File: config.mk
export PLATFORM = sky130hd
export DESIGN_NAME = ram_port_master
export DESIGN_NICKNAME = d
export VERILOG_FILES = /design/src/rtl/ram_port_master_pkg.sv /design/src/rtl/ram_port_grant.sv /design/src/rtl/ram_port_master.sv
export SDC_FILE = /design/constraint.sdc
export NUM_CORES = 1
export LEC_CHECK = 0
export CORE_ASPECT_RATIO = 1.75
export CORE_MARGIN = 10
export CORE_UTILIZATION = 40
export CTS_CLUSTER_DIAMETER = 80
export CTS_CLUSTER_SIZE = 20
export DETAILED_ROUTE_END_ITERATION = 8
export PLACE_DENSITY = 0.9
export SLEW_MARGIN = 15
export SYNTH_ARGS = -nofsm -noshare
export SYNTH_HDL_FRONTEND = slang
export SYNTH_HIERARCHICAL = 1
export SYNTH_SLANG_ARGS = --single-unit
File: constraint.sdc
create_clock -name clock -period 3.1 [get_ports clock]
set_clock_uncertainty 0.15 [all_clocks]
set_input_delay 0.62 -clock clock [delete_from_list [all_inputs] [get_ports clock]]
set_output_delay 0.62 -clock clock [all_outputs]
set_load 0.02 [all_outputs]
File: src/rtl/ram_port_master_pkg.sv
// Shared constants for the RAM port master: FSM state encoding and client port ids.
package ram_port_master_pkg;

  localparam logic [1:0] ST_IDLE = 2'd0;
  localparam logic [1:0] ST_CMD  = 2'd1;
  localparam logic [1:0] ST_DATA = 2'd2;
  localparam logic [1:0] ST_ACK  = 2'd3;

  localparam logic PORT_A = 1'b0;
  localparam logic PORT_B = 1'b1;

endpackage

File: src/rtl/ram_port_grant.sv
// Combinational winner selection between the video (A) and CPU (B) clients.
module ram_port_grant
  import ram_port_master_pkg::*;
#(
  parameter int RR = 0
) (
  input  logic i_a_req,
  input  logic i_b_req,
  input  logic i_last,
  output logic o_valid,
  output logic o_port
);

  always_comb begin
    o_valid = i_a_req | i_b_req;
    o_port  = PORT_A;
    if (i_a_req && i_b_req) begin
      // Round-robin hands the contested slot to whichever port did not win last.
      if (RR != 0) o_port = (i_last == PORT_A) ? PORT_B : PORT_A;
      else         o_port = PORT_A;
    end else if (i_b_req) begin
      o_port = PORT_B;
    end
  end

endmodule

File: src/rtl/ram_port_master.sv
// Initiator for a single-port synchronous RAM; serves a read-only video port and a
// read/write CPU port with a fixed 4-cycle IDLE/CMD/DATA/ACK access sequence.
module ram_port_master
  import ram_port_master_pkg::*;
#(
  parameter int AW = 14,
  parameter int DW = 8,
  parameter int RR = 0
) (
  input  logic          clock,
  input  logic          reset,
  input  logic          a_req,
  input  logic [AW-1:0] a_addr,
  output logic          a_ack,
  output logic [DW-1:0] a_q,
  input  logic          b_req,
  input  logic          b_wr,
  input  logic [AW-1:0] b_addr,
  input  logic [DW-1:0] b_d,
  output logic          b_ack,
  output logic [DW-1:0] b_q,
  output logic          ram_ce,
  output logic          ram_we,
  output logic [AW-1:0] ram_a,
  output logic [DW-1:0] ram_d,
  input  logic [DW-1:0] ram_q,
  output logic [1:0]    dbg_state
);

  // Handshake: a client raises req with its command fields stable and keeps them
  // until its ack; ack is a single-cycle pulse with read data valid alongside it,
  // and the client drops req at the edge that ends the ack cycle.

  logic [1:0]    r_state;
  logic          r_port;
  logic          r_last;
  logic          r_wr;
  logic          r_ce;
  logic          r_we;
  logic [AW-1:0] r_a;
  logic [DW-1:0] r_d;
  logic          r_a_ack;
  logic          r_b_ack;
  logic [DW-1:0] r_a_q;
  logic [DW-1:0] r_b_q;

  logic w_valid;
  logic w_port;

  ram_port_grant #(
    .RR(RR)
  ) u_grant (
    .i_a_req(a_req),
    .i_b_req(b_req),
    .i_last (r_last),
    .o_valid(w_valid),
    .o_port (w_port)
  );

  always_ff @(posedge clock or posedge reset) begin
    if (reset) begin
      r_state <= ST_IDLE;
      r_port  <= PORT_A;
      r_last  <= PORT_B;
      r_wr    <= 1'b0;
      r_ce    <= 1'b0;
      r_we    <= 1'b1;
      r_a     <= '0;
      r_d     <= '0;
      r_a_ack <= 1'b0;
      r_b_ack <= 1'b0;
      r_a_q   <= '0;
      r_b_q   <= '0;
    end else begin
      case (r_state)
        ST_IDLE: begin
          if (w_valid) begin
            r_port  <= w_port;
            r_last  <= w_port;
            r_ce    <= 1'b1;
            r_state <= ST_CMD;
            if (w_port == PORT_B) begin
              r_a  <= b_addr;
              r_we <= ~b_wr;
              r_wr <= b_wr;
              if (b_wr) r_d <= b_d;
            end else begin
              r_a  <= a_addr;
              r_we <= 1'b1;
              r_wr <= 1'b0;
            end
          end
        end
        ST_CMD: begin
          r_ce    <= 1'b0;
          r_we    <= 1'b1;
          r_state <= ST_DATA;
        end
        ST_DATA: begin
          // Registered RAM output is valid only during this cycle.
          if (!r_wr) begin
            if (r_port == PORT_B) r_b_q <= ram_q;
            else                  r_a_q <= ram_q;
          end
          if (r_port == PORT_B) r_b_ack <= 1'b1;
          else                  r_a_ack <= 1'b1;
          r_state <= ST_ACK;
        end
        ST_ACK: begin
          r_a_ack <= 1'b0;
          r_b_ack <= 1'b0;
          r_state <= ST_IDLE;
        end
        default: r_state <= ST_IDLE;
      endcase
    end
  end

  assign a_ack     = r_a_ack;
  assign a_q       = r_a_q;
  assign b_ack     = r_b_ack;
  assign b_q       = r_b_q;
  assign ram_ce    = r_ce;
  assign ram_we    = r_we;
  assign ram_a     = r_a;
  assign ram_d     = r_d;
  assign dbg_state = r_state;

endmodule

---- Yosys cells after proc, flatten, opt, wreduce, memory -nomap -nowiden ----
Index checks and enable logic that the tools add are counted.
W data, S select, Z words.
word-level totals
  register bits after elaboration ......... 46
  logic and storage cells ................. 47
  output and inout port bits .............. 44
cells by class
  bitwise operators ....................... 4
  reduce and logical (&&, ||, !) cells .... 11
  eq/ne operators ......................... 6
  muxes and demuxes ....................... 15
operator list
  cell                  number
  $mux W14              1
  $mux W1               8
  $pmux W1 S2           4
  $pmux W2 S4           1
  $reduce_and A2 Y1     4
  $reduce_and A3 Y1     2
  $eq A2 B2 Y1 const B  2
  $ne A2 B2 Y1 const B  2
  $reduce_and A4 Y1     1
  $reduce_bool A2 Y1    2
  $not A1 Y1            3
  $eq A2 B1 Y1 const B  1
  $logic_not A2 Y1      1
  $mux W2               1
  $ne A2 B1 Y1 const B  1
  $logic_and A1 B1 Y1   1
  $or A1 B1 Y1          1

---- Logic depth before layout (Yosys ltp) ----
  depth after elaboration ................. 5
  mapped depth ............................ 6
  gate-level depth less buffers ........... 5

---- Hierarchy ----
The synthesis kept the hierarchy.
modules (own cells, without submodules)
  module           cells each  times used  sequential area each (sq um)  area an instance (sq um)
  ram_port_master  155         1           1178.6                        1999.4
  ram_port_grant   2           1           0.0                           12.5

---- Worst setup path after synthesis ----
Ideal clock, no wire load.
  path kind ............................... in2reg
  from .................................... input b_req
  to ...................................... register r_d[0] (netlist: ram_d[0])
  path buffers ............................ 0
  setup time .............................. 0.125 ns
  data required time ...................... 2.825 ns
  cell stages on the path ................. 4
  path slack .............................. 1.279 ns
  data arrival time ....................... 1.546 ns
  cell sequence ........................... or2_1 > and2_1 > nand3_2 > mux2_2
on the way
  cells in the longest elaborated chain, start to end .. 3
ends and longest elaborated chain
  element                                                line                                        source
  start: declaration                                     ram_port_master.sv:16                       input logic b_req,
  $mux W1 / $logic_and A1 B1 Y1 (equally long branches)  ram_port_grant.sv:21, ram_port_grant.sv:17
  $mux W1                                                ram_port_grant.sv:17                        if (i_a_req && i_b_req) begin
  $reduce_and A4 Y1 (no line) *                          n/a
  end signal: assignment                                 ram_port_master.sv:69                       r_d <= '0;
  end signal: assignment                                 ram_port_master.sv:86                       if (b_wr) r_d <= b_d;
  end: declaration                                       ram_port_master.sv:41                       logic [DW-1:0] r_d;
Mark *: on every way between the ends. The rest lies on a longest branch, timed or not.
A chain may end at the register's enable or synchronous reset.

---- Worst setup path in the final report ----
  from .................................... register r_we (netlist: ram_we)
  to ...................................... output ram_we
RTL lines
  element                   line                   source
  start: declaration        ram_port_master.sv:39  logic r_we;
  start signal: assignment  ram_port_master.sv:84  r_we <= ~b_wr;
  end: declaration          ram_port_master.sv:23  output logic ram_we,
No word-level cell between the ends.

==> flow_summary.yaml <==
global_routing:
  first_global_vias: 1688
  grt_max_degree: 20
  grt_usage_pct: 12.1
  grt_overflow: 0
  grt_pass1_wl_um: 7980
  antenna_found_initial: 0
timing:
  rsz0062_at_grt: "no"
  final-setup-viol-count: 0
  relSlewSlack_pct: 64.4
  fin_crit_ns: 2.22
  hold_violations: 0
  clock.fmax_mhz: 450
  timing.final.ws_setup_ns: 0.880
  tns_ns: 0
  slew_viol_final: 0
  finalCritPeriodShare_pct: 71.6
  worst_slew_pin_slew_ns: 0.534
finish:
  multi_input_area_um2: 788
  area.growth.synth_to_final_pct: 57.2
  nets: 305
  drive_gt1_share_pct: 16.7
  seq_area_mm2: 0.00115
  fillers: 369
  diodes: 0
synth:
  synth_area_mm2: 0.00198
  yosysWarnings: 6
  avgSynthCellArea_um2: 12.8
  syn_nets: 208
  netlist_instances: 154
pwr:
  p_sw_mw: 1.15
  power_frac_comb_pct: 50.6
  leakage_nw: 1.37
  power_frac_seq_pct: 33.1
  power.internal_mw: 2.09
  swShare_pct: 35.4
  peakVddDrop_mv: 0.705
  power.density_mw_per_mm2: 1040
  clock_power_share_pct: 16.3
route:
  drc: 0
  drt.antenna.violating_nets: 0
  via_per_inst: 4.90
  drt_first_pass_iters: 4
  num_vias: 1489
  first_iter_violations: 29
  post_drt_wl_per_cell_um: 16.3
  drt-total-wl_um: 4950
setup_path:
  endpoint_kind: "primary output"
  cpMaxStageDelayCell: "clkdlybuf4s50_1"
  path_class: "reg -> out"
  critPathBufInv: 1
  cp.required_ns: 2.33
  crit_fanout: 2
  arrival_ns: 1.45
  critPathTopFamily: "buffers and inverters"
  crit_chain: "clkdlybuf4s50_1"
  crit_path_start_kind: "register"
  cp_slowest_stage_delay_ns: 0.61
floorplan:
  fp.coreArea_mm2: 0.00475
  rows: 33
  start_util_pct: 41.7
  die_y_um: 113
  dieArea_mm2: 0.00827
  io_pins: 93
  die_w_um: 73.2
cts:
  clk_pin_slew_ns: 0.08
  htreeDepth: 2
  cts_tree: "yes"
  cts_root_buffer: "clkbuf_8"
  cts_setup_buffers: 0
  clk_path_buf_depth: 2
  clock-sinks: 46
  cts_resized: 0
  numCtsBuffers: 5
  clk_latency_ns: 0.29
  cts.hold.buffers_added: 0
placed_design:
  post-place-ws_ns: 0.749
  hpwl_um: 4130
  portBuffers: 92
  gp_congestion: 0.699
min_path:
  hp-class: "reg -> reg"
outcome:
  run_status: "finished, final reports clean"
flow_run:
  cap_violations: 0
layout make-up:
class	instances	area share (%)
sequential	46	37.0
multi-input combinational	99	25.3
clock buffer	6	2.65
timing repair buffer	96	30.6
clock inverter	2	1.93
inverter	3	0.362
tap	52	2.09
registers in the layout, indices dropped and copies added, names as in the netlist:
register	cells
ram_ce	1
r_wr	1
dbg_state	2
a_ack	1
a_q	8
b_q	8
r_port	1
ram_a	14
ram_d	8
b_ack	1
ram_we	1
power groups by stage:
stage,Clock (mW),Sequential (mW),Combinational (mW)
5_1_grt,0.567,1.12,1.77
6_report,0.528,1.07,1.64
3_5_place_dp,0,1.09,1.67
4_1_cts,0.545,1.08,1.68
3_3_place_gp,0,1.07,1.63
2_1_floorplan,0,1.42,0.529
layout by cell type (no fill, tap or decap), drive strengths merged, types with 3 or more instances in the layout:
cell type / instances
clkdlybuf4s50: 92
dfrtp: 45
mux2: 25
nand2: 24
o21ai: 15
mux2i: 14
clkbuf: 6
ha: 5
buf: 4
nor2: 4
inv: 3
path summary, 6_finish.rpt:
path / startpoint / endpoint / slack (ns) / depth (start not counted)
max: ram_we / ram_we / 0.88 / 1
min: ram_a[1] / ram_a[1] / 0.33 / 2
max reg2reg: dbg_state[0] / b_q[6] / 1.16 / 5
min reg2reg: ram_a[1] / ram_a[1] / 0.33 / 2
max in group asynchronous: reset / ram_we / 1.79 / 3
min in group asynchronous: reset / ram_d[6] / 0.42 / 2
layer usage:
metal  global-route usage [%]  vias to the layer above  wire (µm)
li1                         -                      715          -
met4                     4.45                        0         69
met3                     6.21                        6        524
met5                        0                        -          0
met1                     11.0                      701       1600
met2                     21.8                       67       2760
per-stage QoR:
stage | utilization, % | std cells | power [mW] | cell area [µm²] | hold slack [ns]
after CTS | 65.5 | 304 | 3.30 | 3110 | 0.338
after floorplan | - | 154 | 1.95 | 1980 | 0.309
after detailed placement | 62.5 | 296 | 2.75 | 2970 | 0.320
after global routing | 65.5 | 304 | 3.46 | 3110 | 0.367
final | 65.5 | 304 | 3.24 | 3110 | 0.333
after global placement | 62.5 | 296 | 2.70 | 2970 | 0.311
Note: power is estimated with default switching activity, not from simulation.
